File: config.mk
export PLATFORM = sky130hd
export DESIGN_NAME = reset_sequencer
export DESIGN_NICKNAME = d
export VERILOG_FILES = /design/src/rtl/reset_sequencer.sv
export SDC_FILE = /design/constraint.sdc
export NUM_CORES = 1
export LEC_CHECK = 0
export BUFFER_PORTS_ARGS = -buffer_cell sky130_fd_sc_hd__buf_2
export CELL_PAD_IN_SITES_DETAIL_PLACEMENT = 1
export CELL_PAD_IN_SITES_GLOBAL_PLACEMENT = 1
export CORE_MARGIN = 2
export CORE_UTILIZATION = 30
export DETAILED_ROUTE_END_ITERATION = 8
export PLACE_DENSITY = 0.58
export SLEW_MARGIN = 25
export SYNTH_ARGS = -nofsm -noshare
export SYNTH_HDL_FRONTEND = slang
export SYNTH_SLANG_ARGS = --single-unit
File: constraint.sdc
create_clock -name clk_i -period 2.2 [get_ports clk_i]
set_input_delay 0.44 -clock clk_i [delete_from_list [all_inputs] [get_ports clk_i]]
set_output_delay 0.44 -clock clk_i [all_outputs]
set_load 0.03 [all_outputs]
File: src/rtl/reset_sequencer.sv
// -----------------------------------------------------------------------------
// reset_sequencer
//
// Produces per-domain active-low resets from the board reset, a PLL lock
// indication and a software reset request. All domain resets are asserted
// together on one edge. They are then released one stage at a time, lowest
// index first, so downstream domains leave reset in a fixed order.
//
// Parameters
//   STAGES        number of reset domains (>= 2)
//   HOLD_CYCLES   cycles all resets stay asserted after rst_n_i release (>= 1)
//   GAP_CYCLES    cycles between successive stage releases (>= 1)
//   SW_RST_CYCLES length of a software-requested reset (>= 1)
//
// Ports
//   clk_i           single clock
//   rst_n_i         asynchronous active-low board reset
//   lock_i          asynchronous PLL lock, double-flop synchronized internally
//   sw_rst_req_i    single-cycle synchronous software reset request
//   rst_n_o         per-domain active-low resets, bit 0 released first
//   ready_o         high only in RUN, once every stage is released
//   lock_loss_cnt_o saturating count of lock losses seen in RELEASE/RUN/SW_RST
// -----------------------------------------------------------------------------
module reset_sequencer #(
    parameter int STAGES        = 3,
    parameter int HOLD_CYCLES   = 16,
    parameter int GAP_CYCLES    = 4,
    parameter int SW_RST_CYCLES = 8
) (
    input  logic              clk_i,
    input  logic              rst_n_i,
    input  logic              lock_i,
    input  logic              sw_rst_req_i,
    output logic [STAGES-1:0] rst_n_o,
    output logic              ready_o,
    output logic [7:0]        lock_loss_cnt_o
);

    // One shared counter serves every timed state. Its largest terminal value
    // is (longest interval - 1), so $clog2 of the longest interval is enough.
    localparam int REL_CYCLES = STAGES * GAP_CYCLES;
    localparam int MAX_A      = (HOLD_CYCLES > REL_CYCLES) ? HOLD_CYCLES : REL_CYCLES;
    localparam int MAX_CYC    = (MAX_A > SW_RST_CYCLES) ? MAX_A : SW_RST_CYCLES;
    localparam int CNT_W      = ($clog2(MAX_CYC) < 1) ? 1 : $clog2(MAX_CYC);

    localparam logic [CNT_W-1:0]  HOLD_LAST   = CNT_W'(HOLD_CYCLES - 1);
    localparam logic [CNT_W-1:0]  REL_LAST    = CNT_W'(REL_CYCLES - 1);
    localparam logic [CNT_W-1:0]  SW_LAST     = CNT_W'(SW_RST_CYCLES - 1);
    localparam logic [STAGES-1:0] FIRST_STAGE = STAGES'(1);

    typedef enum logic [2:0] {
        S_HOLD,
        S_WAIT_LOCK,
        S_RELEASE,
        S_RUN,
        S_SW_RST
    } state_t;

    state_t             r_state;
    state_t             w_state_next;
    logic [CNT_W-1:0]   r_cnt;
    logic [CNT_W-1:0]   w_cnt_next;
    logic [STAGES-1:0]  r_rst_n;
    logic [STAGES-1:0]  w_rst_n_next;
    logic               r_ready;
    logic               w_ready_next;
    logic [7:0]         r_loss_cnt;
    logic [7:0]         w_loss_cnt_next;
    logic               r_lock_meta;
    logic               r_lock_s;
    logic               w_lock_lost;
    logic [STAGES-1:0]  w_stage_hit;

    // w_stage_hit[k] marks the RELEASE count on whose edge stage k comes out of
    // reset. Stage 0 is released on RELEASE entry, so it never needs a hit.
    genvar gi;
    generate
        for (gi = 0; gi < STAGES; gi++) begin : g_stage_hit
            if (gi == 0) begin : g_first
                assign w_stage_hit[gi] = 1'b0;
            end else begin : g_later
                assign w_stage_hit[gi] = (r_cnt == CNT_W'(gi * GAP_CYCLES - 1));
            end
        end
    endgenerate

    // Lock loss only matters once some stage may have been released, or while
    // a software reset is timing out. HOLD and WAIT_LOCK ignore it.
    assign w_lock_lost = !r_lock_s &&
                         ((r_state == S_RELEASE) || (r_state == S_RUN) || (r_state == S_SW_RST));

    always_comb begin
        w_state_next    = r_state;
        w_cnt_next      = r_cnt;
        w_rst_n_next    = r_rst_n;
        w_loss_cnt_next = r_loss_cnt;

        if (w_lock_lost) begin
            // Highest priority: this wins over a coincident software request.
            w_state_next = S_WAIT_LOCK;
            w_cnt_next   = '0;
            w_rst_n_next = '0;
            if (r_loss_cnt != 8'hFF) begin
                w_loss_cnt_next = r_loss_cnt + 8'd1;
            end
        end else begin
            unique case (r_state)
                S_HOLD: begin
                    if (r_cnt == HOLD_LAST) begin
                        w_state_next = S_WAIT_LOCK;
                        w_cnt_next   = '0;
                    end else begin
                        w_cnt_next = r_cnt + CNT_W'(1);
                    end
                end
                S_WAIT_LOCK: begin
                    if (r_lock_s) begin
                        w_state_next = S_RELEASE;
                        w_cnt_next   = '0;
                        w_rst_n_next = FIRST_STAGE;
                    end
                end
                S_RELEASE: begin
                    if (sw_rst_req_i) begin
                        w_state_next = S_SW_RST;
                        w_cnt_next   = '0;
                        w_rst_n_next = '0;
                    end else if (r_cnt == REL_LAST) begin
                        w_state_next = S_RUN;
                        w_cnt_next   = '0;
                        w_rst_n_next = '1;
                    end else begin
                        w_cnt_next   = r_cnt + CNT_W'(1);
                        w_rst_n_next = r_rst_n | w_stage_hit;
                    end
                end
                S_RUN: begin
                    if (sw_rst_req_i) begin
                        w_state_next = S_SW_RST;
                        w_cnt_next   = '0;
                        w_rst_n_next = '0;
                    end
                end
                S_SW_RST: begin
                    // Repeated requests here are deliberately not looked at.
                    if (r_cnt == SW_LAST) begin
                        w_state_next = S_WAIT_LOCK;
                        w_cnt_next   = '0;
                    end else begin
                        w_cnt_next = r_cnt + CNT_W'(1);
                    end
                end
                default: begin
                    w_state_next = S_HOLD;
                    w_cnt_next   = '0;
                    w_rst_n_next = '0;
                end
            endcase
        end

        w_ready_next = (w_state_next == S_RUN);
    end

    always_ff @(posedge clk_i or negedge rst_n_i) begin
        if (!rst_n_i) begin
            r_state     <= S_HOLD;
            r_cnt       <= '0;
            r_rst_n     <= '0;
            r_ready     <= 1'b0;
            r_loss_cnt  <= 8'd0;
            r_lock_meta <= 1'b0;
            r_lock_s    <= 1'b0;
        end else begin
            r_state     <= w_state_next;
            r_cnt       <= w_cnt_next;
            r_rst_n     <= w_rst_n_next;
            r_ready     <= w_ready_next;
            r_loss_cnt  <= w_loss_cnt_next;
            r_lock_meta <= lock_i;
            r_lock_s    <= r_lock_meta;
        end
    end

    assign rst_n_o         = r_rst_n;
    assign ready_o         = r_ready;
    assign lock_loss_cnt_o = r_loss_cnt;

endmodule

Word level (Yosys, flattened, before mapping)
Index checks and enable logic that the tools add are counted.
{"block": "totals", "input_bits": 4, "output_inout_bits": 12, "ff_bits": 21, "word_cells": 54}
{"block": "op_classes", "bitwise": 1, "reduce_logical": 9, "addsub": 2, "eq_ne": 13, "mux": 22}
{"cell": "$mux W3", "n": 12}
{"cell": "$mux W4", "n": 7}
{"cell": "$pmux W4 S5", "n": 1}
{"cell": "$pmux W3 S5", "n": 1}
{"cell": "$pmux W3 S4", "n": 1}
{"cell": "$eq A3 B2 Y1 const B", "n": 3}
{"cell": "$add A8 B1 Y8 const B", "n": 1}
{"cell": "$eq A4 B4 Y1 const B", "n": 2}
{"cell": "$ne A8 B8 Y1 const B", "n": 1}
{"cell": "$ne A3 B3 Y1 const B", "n": 2}
{"cell": "$add A4 B1 Y4 const B", "n": 1}
{"cell": "$eq A4 B2 Y1 const B", "n": 1}
{"cell": "$eq A4 B3 Y1 const B", "n": 1}
{"cell": "$reduce_and A2 Y1", "n": 2}
{"cell": "$eq A3 B1 Y1 const B", "n": 1}
{"cell": "$eq A3 B3 Y1 const B", "n": 1}
{"cell": "$logic_not A3 Y1", "n": 1}
{"cell": "$or A3 B3 Y3", "n": 1}
{"cell": "$reduce_and A3 Y1", "n": 1}
{"cell": "$logic_or A1 B1 Y1", "n": 2}
{"cell": "$ne A2 B1 Y1 const B", "n": 1}
{"cell": "$reduce_or A2 Y1", "n": 1}
{"cell": "$logic_and A1 B1 Y1", "n": 1}
{"cell": "$logic_not A1 Y1", "n": 1}

Longest topological paths before layout
Gate-level depths: netlist of run 1.
{"block": "logic_depth", "word_depth": 6, "mapped_depth": 6, "depth_no_buf": 5}

Worst setup path before layout of run 1
Ideal clock, no wire load.
{"block": "synth_path", "kind": "register -> register", "start": "register r_loss_cnt[0], in the netlist lock_loss_cnt_o[0]", "end": "register r_loss_cnt[1], in the netlist lock_loss_cnt_o[1]", "arrival_ns": 1.761, "stages_incl_launch_ff": 7, "path_buffers": 1, "setup_ns": 0.128, "setup_slack_ns": 0.311, "synth_period_minus_slack_ns": 1.889, "t_required_ns": 2.072, "path_cell_list": "dfrtp_1 ha_1 and3_1 and3_1 clkbuf_1 nor2_1 mux2_1"}
{"block": "synth_between", "elab_chain_cells": 2, "elab_cells_between_ends": 3, "cone_classes": "add/sub: 1; eq/ne: 1; reduce/logical: 1"}
{"item": "from (decl)", "line_no": "67", "source": "logic [7:0] r_loss_cnt;"}
{"item": "from (signal assigned)", "line_no": "178", "source": "r_loss_cnt <= w_loss_cnt_next;"}
{"item": "branches (longest 2 deep; another with $add A8 B1 Y8)"}
Several ways; the timed one is not identified.
A chain may end at the register's enable or synchronous reset.

Worst setup path in the final report of run 1
Same ends and word-level chain as after synthesis.

==> out/qor.yml, run 1 <==
clock_network:
  cts_tree: "built"
  postCtsSetupBuffers: 0
  numCtsBuffers: 3
  root_buffer: "clkbuf_8"
  h-tree-depth: 1
  cts_resized: 0
  hold_buffers: 0
  numClockSinks: 21
  cts_buffer_depth: 2
  clock_latency_ns: 0.26
  cts.reportedPaths.clkPinSlew_ns: 0.08
global_routing:
  antenna_found_initial: 0
  grt.total_usage_pct: 12.8
  gr-total-overflow: 0
  grt_pass1_wl_um: 4340
  grt_max_degree: 22
  grt_pass1_vias: 892
synthesis:
  synth-adder-area-share_pct: 2.15
  synth_top_area_share_pct: 45.2
  synthesis.nets: 113
  yosysWarnings: 0
  synth_edf_count: 0
  synth_top_family_by_area: "compound AO/OA/AOI/OAI gates"
  synth_simple_gate_area_share_pct: 17.6
  synthXorXnorAreaFrac_pct: 6.02
  async_flop_share_pct: 100
  muxShareOfSynthArea_pct: 2.90
  ys_types: 44
  postSynthAreaPerCell_um2: 10.9
  synth_area_leaders: "dfrtp_1 45%, xor2_1 5.3%, a2111oi_2 2.6%"
  synth_area_um2: 1160
  synthCells: 107
  ys_seq_area_share_pct: 45.2
  synth_compound_area_share_pct: 22.0
  synthFlopType: "dfrtp_1"
  yosysTopAreaCell: "dfrtp_1"
  ys_seq_elements: 21
final_layout:
  num_antenna_cells: 0
  final_cell_area_um2: 1310
  finalCoreUtilization_pct: 35.6
  multi_input_area_um2: 591
  drive_gt1_share_pct: 23.1
  fill_cells: 434
  area_delta_synth_final_pct: 12.8
  register_area_um2: 526
  finalNetCount: 128
floorplanning:
  start_util_pct: 31.5
  io_pins: 16
  num_rows: 22
  core_area_um2: 3690
  die_h_um: 66.3
  die-area_um2: 4390
  dieWidth_um: 66.3
worst_hold_path:
  min_path_type: "in2async"
timing:
  worst_pin_slew_ns: 0.483
  tns_ns: 0
  rsz0062_at_grt: "false"
  final_max_slew_viol_count: 0
  fmax_mhz: 548
  period_share_pct: 83.0
  clock_skew_ns: 0.00738
  whs_ns: 0.122
  final_hold_viol_count: 0
  relSlewSlack_pct: 67.8
  finalSetupViolations: 0
  layout_setup_ws_ns: 0.374
  period_minus_slack_ns: 1.83
routing:
  via_count: 847
  drt_first_pass_iters: 2
  first_iter_violations: 25
  drcViolationCount: 0
  wl_per_cell_um: 14.3
  viasPerCell: 5.01
  totalWireLength_um: 2420
  drtAntennaViolNets: 0
power:
  power_frac_seq_pct: 39.0
  pwr_density_cell_nw_per_um2: 1270
  switching_share_pct: 43.0
  p_int_w: 0.000948
  pwr-share-clk_pct: 15.6
  power_leakage_nw: 0.627
  p_sw_w: 0.000714
  ir_drop_uv: 490
  combPwrFrac_pct: 45.5
run_status:
  status: "completed"
placement:
  routabilityCongestion: 0.732
  post-dp-hpwl_um: 1820
  dp_slack_ns: 0.380
  port-buffer-count: 15
  placed_area_um2: 1270
worst_setup_path:
  cp-end-kind: "register"
  rrSetupSlack_ns: 0.37
  cp.required_ns: 2.35
  cp.arrival_ns: 1.97
  rr_worst_depth: 5
  worst_r2r_endpoint: "lock_loss_cnt_o[1]$_DFFE_PN0P_"
  cp-start-kind: "register"
  critical_path_class: "reg2reg"
  path_max_fanout: 6
  r2r_start: "lock_loss_cnt_o[0]$_DFFE_PN0P_"
job:
  maxCapViolCount: 0
## stage by stage
| stage | total power, W | cells |
|---|---|---|
| 4_1_cts | 0.00169 | 169 |
| 3_3_place_gp | 0.00141 | 165 |
| 3_5_place_dp | 0.00142 | 165 |
| 6_report | 0.00166 | 169 |
| 2_1_floorplan | 0.00126 | 107 |
| 5_1_grt | 0.00181 | 169 |
## critical path, stage by stage (launching register included)
cell,delay [ns]
dfrtp_1,0.42
ha_1,0.22
and3_1,0.23
and3_1,0.24
nor2_1,0.25
mux2_1,0.35
## cell families after synthesis
family	count (synthesis)
AOI/OAI and AO/OA	29
and+or+nand+nor	35
DFF	21
buffers and inverters	9
xor gates and xnor gates	8
adders and majority gates	2
muxes	3
## area by class of cell
cell class              instances  area share [%]
clock buffers                   3            3.15
flip-flops and latches         21            40.0
well taps                      48            4.58
multi-input cells              77            45.0
repair buffers                 15            5.72
clock inverters                 1           0.381
inverters                       4            1.14
## worst max path at each step
stage	slack [ns]	startpoint	end
final	0.37	lock_loss_cnt_o[0]$_DFFE_PN0P_	lock_loss_cnt_o[1]$_DFFE_PN0P_
after global routing	0.27	lock_loss_cnt_o[0]$_DFFE_PN0P_	lock_loss_cnt_o[1]$_DFFE_PN0P_
after CTS	0.37	lock_loss_cnt_o[0]$_DFFE_PN0P_	lock_loss_cnt_o[1]$_DFFE_PN0P_
after detailed placement	0.38	lock_loss_cnt_o[0]$_DFFE_PN0P_	lock_loss_cnt_o[1]$_DFFE_PN0P_
after global placement	0.40	lock_loss_cnt_o[0]$_DFFE_PN0P_	lock_loss_cnt_o[1]$_DFFE_PN0P_
after floorplan	0.31	lock_loss_cnt_o[0]$_DFFE_PN0P_	lock_loss_cnt_o[1]$_DFFE_PN0P_
## registers in the layout (all words and copies together), names as in the netlist
register,cells
lock_loss_cnt_o,8
r_cnt,4
r_state,3
rst_n_o,3
r_lock_meta,1
r_lock_s,1
ready_o,1
## cell usage in the layout (no fill, tap or decap), drive strengths merged, types with 2 or more instances in the layout
cell type and n:
inv 4, o21ai 4, a21oi 4, a211oi 2
nor2b 3, buf 15, ha 2, nor3 2
and2b 2, o22a 2, nand2 4, a2111oi 3
nor3b 2, dfrtp 21, nand2b 4, and3 4
mux2 3, clkbuf 3, a31oi 2, o21a 3
xor2 7, nor2 6, o211ai 2, nor4 2
nand3 3
## routing by layer
layer  share of wire (%)  global-route usage (%)  vias up  routed length (µm)
met5                   0                       0        -                   0
met4                0.74                    4.59        0                  18
met3                 2.4                    2.56        2                  57
met2                  44                    18.4        8                1070
met1                  53                    18.8      419                1280
li1                    -                       -      418                   -
## power by group through the flow
| stage | clock network [W] | registers (W) | logic [W] |
|---|---|---|---|
| final | 0.000258 | 0.000648 | 0.000756 |
| after global routing | 0.000294 | 0.000672 | 0.000849 |
| after CTS | 0.000272 | 0.000650 | 0.000769 |
| after detailed placement | 0 | 0.000658 | 0.000762 |
| after global placement | 0 | 0.000647 | 0.000759 |
| after floorplan | 0 | 0.000663 | 0.000593 |
## synth_stat cells (3+ instances only)
| master | instances |
|---|---|
| a21oi_1 | 4 |
| nor2b_1 | 3 |
| nand3_1 | 3 |
| o21a_1 | 3 |
| inv_1 | 4 |
| nand2b_1 | 4 |
| dfrtp_1 | 21 |
| nor2_1 | 6 |
| nand2_1 | 4 |
| xor2_1 | 7 |
| and3_1 | 4 |
| o21ai_0 | 3 |
(Power assumes the default switching activity.)
==> run 2, diff against run 1 <==
ABC_AREA = 1   (was not set)
PLACE_DENSITY = 0.64   (was 0.58)
clock period = 1.5 ns   (was 2.2 ns; I/O delays follow)
==> run 2 against run 1 <==
The run now ends with negative hold slack left. Critical path depth increased by 1. Flip-flop and latch count unchanged. Power increased by 56%.
==> out/qor.yml, run 2 <==
timing:
  final_hold_viol_count: 17  # +17
  rsz0062_at_grt: "false"
  relSlewSlack_pct: 66.8  # -0.94 points
  final_max_slew_viol_count: 0  # unchanged
  worst_pin_slew_ns: 0.497  # +0.0141 ns
  whs_ns: -0.00923  # -0.132 ns
  finalSetupViolations: 0  # unchanged
  period_minus_slack_ns: 1.41  # -0.414 ns
  fmax_mhz: 708  # +29%
  clock_skew_ns: 0.00456  # -0.00282 ns
  period_share_pct: 94.1  # +11 points
synthesis:
  synthFlopType: "dfrtp_1"
  yosysTopAreaCell: "dfrtp_1"
  synth_area_um2: 1220  # +4.9%
  async_flop_share_pct: 100  # unchanged
  ys_types: 23  # -48%
  synth_common_cells: "61 x nand2_1, 21 x dfrtp_1, 20 x inv_1, 20 x nor2_1, 15 x nand3_1"
  synthesis.nets: 177  # +57%
  postSynthAreaPerCell_um2: 7.14  # -34%
  synth_area_leaders: "dfrtp_1 43%, nand2_1 19%, inv_1 6.1%"
  synth_edf_count: 0  # unchanged
  synth_top_area_share_pct: 43.0  # -2.1 points
  synth_most_common_cell: "nand2_1"
  ys_seq_area_share_pct: 43.0  # -2.1 points
  yosysWarnings: 0  # unchanged
  synthCells: 171  # +60%
  ys_seq_elements: 21  # unchanged
run_status:
  violations: "negative hold slack"
  status: "complete, but fails checks"
floorplanning:
  die-area_um2: 4600  # +4.6%
  num_rows: 23  # +4.5%
  io_pins: 16  # unchanged
  die_h_um: 67.8  # +2.3%
  start_util_pct: 30.7  # -0.80 points
  dieWidth_um: 67.8  # +2.3%
  core_area_um2: 3970  # +7.7%
global_routing:
  antenna_found_initial: 0  # unchanged
  grt_max_degree: 22  # unchanged
  grt.total_usage_pct: 16.0  # +3.2 points
  grt_pass1_vias: 1196  # +34%
  grt_pass1_wl_um: 5430  # +25%
  gr-total-overflow: 0  # unchanged
placement:
  placed_area_um2: 1380  # +8.7%
  routabilityCongestion: 0.795  # +8.6%
  dpl.cell_count: 238  # +44%
  port-buffer-count: 15  # unchanged
  post-dp-hpwl_um: 2430  # +33%
clock_network:
  numClockSinks: 21  # unchanged
  clock_latency_ns: 0.26  # about the same
  numCtsBuffers: 3  # unchanged
  root_buffer: "clkbuf_8"
  cts.reportedPaths.clkPinSlew_ns: 0.08  # about the same
  cts_tree: "built"
  cts_buffer_depth: 2  # unchanged
  h-tree-depth: 1  # unchanged
worst_setup_path:
  critPathTopFamily: "flip-flops"
  path_max_fanout: 6  # unchanged
  cp.arrival_ns: 1.60  # -0.37 ns
  cp.required_ns: 1.68  # -0.67 ns
  critical_path_class: "reg2reg"
  crit_buf_inv: 3  # +3
  cp-end-kind: "register"
  worst_path_max_delay_cell: "dfrtp_1"
  crit_top_cell: "buf_4"
  crit_path_max_incr_delay_ns: 0.50  # +0.08 ns
  crit_path_cell_trace: "inv_2 > nor2_2 > nor2_4 > buf_4 > buf_4 > o21ai_0"
  cp-start-kind: "register"
final_layout:
  finalNetCount: 205  # +60%
  final_cell_area_um2: 1500  # +14%
  final_common_cell: "nand2_1"
  drive_gt1_share_pct: 21.2  # -1.9 points
  num_antenna_cells: 0  # unchanged
  area_delta_synth_final_pct: 22.8
  fin_cells: 248  # +47%
  largest_reg_flops: 8  # unchanged
  layout_common_cells: "61 x nand2_1, 20 x inv_1, 20 x dfrtp_1"
routing:
  first_iter_violations: 20  # -20%
  via_count: 1163  # +37%
  totalWireLength_um: 3330  # +38%
  drt_first_pass_iters: 4  # +2
  viasPerCell: 4.69  # -6.4%
  drcViolationCount: 0  # unchanged
  drtAntennaViolNets: 0  # unchanged
  wl_per_cell_um: 13.4  # -6.1%
power:
  switching_share_pct: 45.8  # +2.9 points
  combPwrFrac_pct: 51.0  # +5.5 points
  power_leakage_nw: 0.815  # +30%
  pwr-share-clk_pct: 14.9  # -0.7 points
  power_frac_seq_pct: 34.1  # -4.9 points
  p_int_w: 0.00140  # +48%
  pwr_density_cell_nw_per_um2: 1730  # +36%
  p_sw_w: 0.00119  # +66%
  ir_drop_uv: 947  # +93%
worst_hold_path:
  min_path_type: "in2async"
job:
  maxCapViolCount: 0  # unchanged
run 2: final timing paths:
| kind | start | to | slack, ns | cells past startpoint |
|---|---|---|---|---|
| min reg2reg | r_lock_meta$_DFF_PN0_ | r_lock_s$_DFF_PN0_ | 0.37 | 0 |
| max in group asynchronous | rst_n_i | r_state[1]$_DFF_PN0_ | 1.14 | 1 |
| max reg2reg | r_state[2]$_DFF_PN0_ | rst_n_o[1]$_DFFE_PN0P_ | 0.09 | 6 |
| min in group clk_i | lock_i | r_lock_meta$_DFF_PN0_ | 0.15 | 1 |
| min | rst_n_i | r_cnt[0]$_DFFE_PN0P_ | -0.009 | 1 |
| max | r_state[2]$_DFF_PN0_ | rst_n_o[1]$_DFFE_PN0P_ | 0.09 | 6 |
run 2: layer usage:
layer	vias to the layer above	GRT usage [%]	part of all wire, %
li1	589	-	-
met1	558	19.3	44
met2	14	29.2	53
met3	2	3.00	2.4
met4	0	3.75	0.60
met5	-	0	0
run 2: layout make-up:
type	instances	area, µm²
Clock buffer	4	45.0
Inverter	23	88.8
Fill cell	522	2470
Timing Repair Buffer	24	155
Sequential cell	21	527
Tap cell	50	62.6
Multi-Input combinational cell	126	622
run 2: cells by family after synthesis:
family / synth area share, %
DFF: 43.0
xor gates and xnor gates: 4.30
and+or+nand+nor: 35.6
AOI/OAI and AO/OA: 7.38
adders and majority gates: 2.05
buffers and inverters: 7.68
run 2: worst register-to-register path, delay by kind of cell, from the launching register on:
family / cells / cell delay [ns]
flops: 1 / 0.50
buf+inv: 3 / 0.41
compound gates: 1 / 0.15
simple gates: 2 / 0.27
run 2: power groups by stage:
stage	registers [W]	logic, W	clock network [W]
finish	0.000883	0.00132	0.000387
global route	0.000901	0.00150	0.000430
CTS	0.000868	0.00117	0.000394
detailed placement	0.000880	0.00116	0
global placement	0.000871	0.00113	0
floorplan	0.000970	0.000707	0
run 2: repair_timing:
item,in CTS,in global routing
buffers inserted,0,6
endpoints found under the hold margin,0,0
pin swaps,1,2
gates resized for setup,0,6
setup endpoints to repair,6,13
hold buffers,0,0
run 2: per-stage QoR:
stage	setup slack (ns)	setup TNS [ns]	power, W	utilization, %	hold WS (ns)
floorplan	0.0123	0	0.00168	-	0.00441
detailed placement	-0.0131	-0.0181	0.00204	34.7	0.302
finish	0.0878	0	0.00259	37.8	-0.00923
global route	0.00199	0	0.00283	37.8	0.0284
global placement	0.0517	0	0.00200	34.7	0.298
CTS	0.00254	0	0.00244	35.8	0.0146
==> run 3, diff against run 2 <==
HOLD_SLACK_MARGIN = 0.12   (was not set)
==> run 3 against run 2 <==
The flow now finishes without violations. Sequential power hardly changed. Power hardly changed. Clock power hardly changed. Highest routed layer unchanged. Largest power group unchanged. Setup slack hardly changed.
==> out/qor.yml, run 3 (synthesis results as in run 2) <==
power:
  pwr_density_cell_nw_per_um2: 1720  # -0.59%
  combPwrFrac_pct: 51.1  # about the same
  p_sw_w: 0.00119  # about the same
  switching_share_pct: 45.8  # about the same
  ir_drop_uv: 947  # about the same
  p_int_w: 0.00140  # +0.12%
  power_frac_seq_pct: 34.0  # about the same
  power_leakage_nw: 0.819  # +0.51%
  pwr-share-clk_pct: 14.9  # about the same
  power.total_w: 0.00259  # about the same
floorplanning:
  io_pins: 16  # unchanged
  die_h_um: 67.8  # unchanged
  core_area_um2: 3970  # unchanged
  start_util_pct: 30.7  # unchanged
  num_rows: 23  # unchanged
  dieWidth_um: 67.8  # unchanged
  die-area_um2: 4600  # unchanged
global_routing:
  grt_util_met1_pct: 19.3  # unchanged
  gr-usage-met2_pct: 29.2  # unchanged
  grt_pass1_wl_um: 5430  # unchanged
  grt.total_usage_pct: 16.0  # unchanged
  gr-total-overflow: 0  # unchanged
  gr-usage-met3_pct: 3.00  # unchanged
  grt_max_degree: 22  # unchanged
  antenna_found_initial: 0  # unchanged
  busiest_layer: "met2"
  grt_pass1_vias: 1196  # unchanged
timing:
  period_share_pct: 94.1  # about the same
  fmax_mhz: 708  # unchanged
  period_minus_slack_ns: 1.41  # +0.000000200 ns
  final_hold_viol_count: 0  # -17
  worst_pin_slew_ns: 0.499  # +0.00179 ns
  clock_skew_ns: 0.00456  # +0.0000000300 ns
  finalSetupViolations: 0  # unchanged
  layout_setup_ws_ns: 0.0878  # -0.000000200 ns
  tns_ns: 0  # unchanged
  relSlewSlack_pct: 66.7  # -0.12 points
  whs_ns: 0.145  # +0.154 ns
  final_max_slew_viol_count: 0  # unchanged
  rsz0062_at_grt: "false"
worst_setup_path:
  cp-end-kind: "register"
  crit_start: "r_state[2]$_DFF_PN0_"
  critical_path_class: "reg2reg"
  rrSetupSlack_ns: 0.09  # about the same
  cp-start-kind: "register"
  endpoint: "rst_n_o[1]$_DFFE_PN0P_"
  crit_path_cell_trace: "inv_2 > nor2_2 > nor2_4 > buf_4 > buf_4 > o21ai_0"
  critPathTopFamily: "flip-flops"
  r2r_start: "r_state[2]$_DFF_PN0_"
  rr_worst_depth: 6  # unchanged
  cp.arrival_ns: 1.60  # about the same
  crit_cells: 6  # unchanged
  crit_path_max_incr_delay_ns: 0.50  # about the same
  crit_top_cell: "buf_4"
  cp.required_ns: 1.68  # about the same
  worst_r2r_endpoint: "rst_n_o[1]$_DFFE_PN0P_"
  path_max_fanout: 6  # unchanged
  worst_path_max_delay_cell: "dfrtp_1"
  crit_buf_inv: 3  # unchanged
clock_network:
  root_buffer: "clkbuf_8"
  cts_buffer_depth: 2  # unchanged
  clock_latency_ns: 0.26  # about the same
  cts.reportedPaths.clkPinSlew_ns: 0.08  # about the same
  numClockSinks: 21  # unchanged
  cts_tree: "built"
  h-tree-depth: 1  # unchanged
  numCtsBuffers: 3  # unchanged
final_layout:
  register_area_um2: 527  # unchanged
  fill_cells: 521  # -0.19%
  multi_input_area_um2: 622  # unchanged
  layout_common_cells: "61 x nand2_1, 20 x inv_1, 20 x dfrtp_1"
  largest_reg_flops: 8  # unchanged
  area_delta_synth_final_pct: 23.7
  final_common_cell: "nand2_1"
  num_antenna_cells: 0  # unchanged
  finalNetCount: 206  # +0.49%
  drive_gt1_share_pct: 21.1  # -0.11 points
routing:
  first_iter_violations: 22  # +10%
  drtAntennaViolNets: 0  # unchanged
  via_count: 1164  # +0.086%
  totalWireLength_um: 3340  # +0.21%
  drcViolationCount: 0  # unchanged
  viasPerCell: 4.67  # -0.32%
  wl_per_cell_um: 13.4  # -0.19%
  drt_first_pass_iters: 4  # unchanged
placement:
  routabilityCongestion: 0.795  # unchanged
  dp_slack_ns: -0.0131  # unchanged
  post-dp-hpwl_um: 2430  # unchanged
  port-buffer-count: 15  # unchanged
worst_hold_path:
  min_path_type: "in2reg"
run_status:
  status: "completed"
job:
  maxCapViolCount: 0  # unchanged
## run 3: cell types whose count changed in the layout (fill, tap and decap cells not counted), sizes merged
cell and delta:
dlygate4sd3 +1
## run 3: repair_timing
action                                  in CTS  in global routing
endpoints found under the setup margin       6                 13
hold buffers                                 1                  0
hold endpoints to repair                    21                  0
setup buffers                                0                  6
pin swaps                                    1                  2
resized for setup                            0                  6
## run 3: area by class of cell
cell class	instances	area share [%]
inverters	23	5.88
clock buffers	4	2.98
repair buffers	25	10.9
multi-input cells	126	41.2
well taps	50	4.14
flip-flops and latches	21	34.9
## run 3: power groups by stage
stage / Sequential, W / Clock (W) / Combinational, W
6_report: 0.000883 / 0.000387 / 0.00132
3_5_place_dp: 0.000880 / 0 / 0.00116
3_3_place_gp: 0.000871 / 0 / 0.00113
4_1_cts: 0.000868 / 0.000394 / 0.00118
5_1_grt: 0.000901 / 0.000430 / 0.00150
2_1_floorplan: 0.000970 / 0 / 0.000707
## run 3: how the worst min path moves through the flow
stage / from / end / cells past startpoint
after floorplan: rst_n_i / lock_loss_cnt_o[0]$_DFFE_PN0P_ / 0
after global placement: rst_n_i / rst_n_o[1]$_DFFE_PN0P_ / 1
after detailed placement: rst_n_i / rst_n_o[1]$_DFFE_PN0P_ / 1
after CTS: lock_i / r_lock_meta$_DFF_PN0_ / 1
after global routing: lock_i / r_lock_meta$_DFF_PN0_ / 1
final: lock_i / r_lock_meta$_DFF_PN0_ / 1
## run 3: layer usage
layer  up-vias  share of wire, %
met5         -                 0
met4         0              0.60
met3         2               2.4
met2        14                52
met1       557                45
li1        591                 -
## run 3: metrics by stage
stage	std cells	util, %	cell area, µm²
after floorplan	171	-	1220
after global placement	238	34.7	1380
after detailed placement	238	34.7	1380
after CTS	243	36.0	1430
after global routing	249	38.0	1510
final	249	38.0	1510
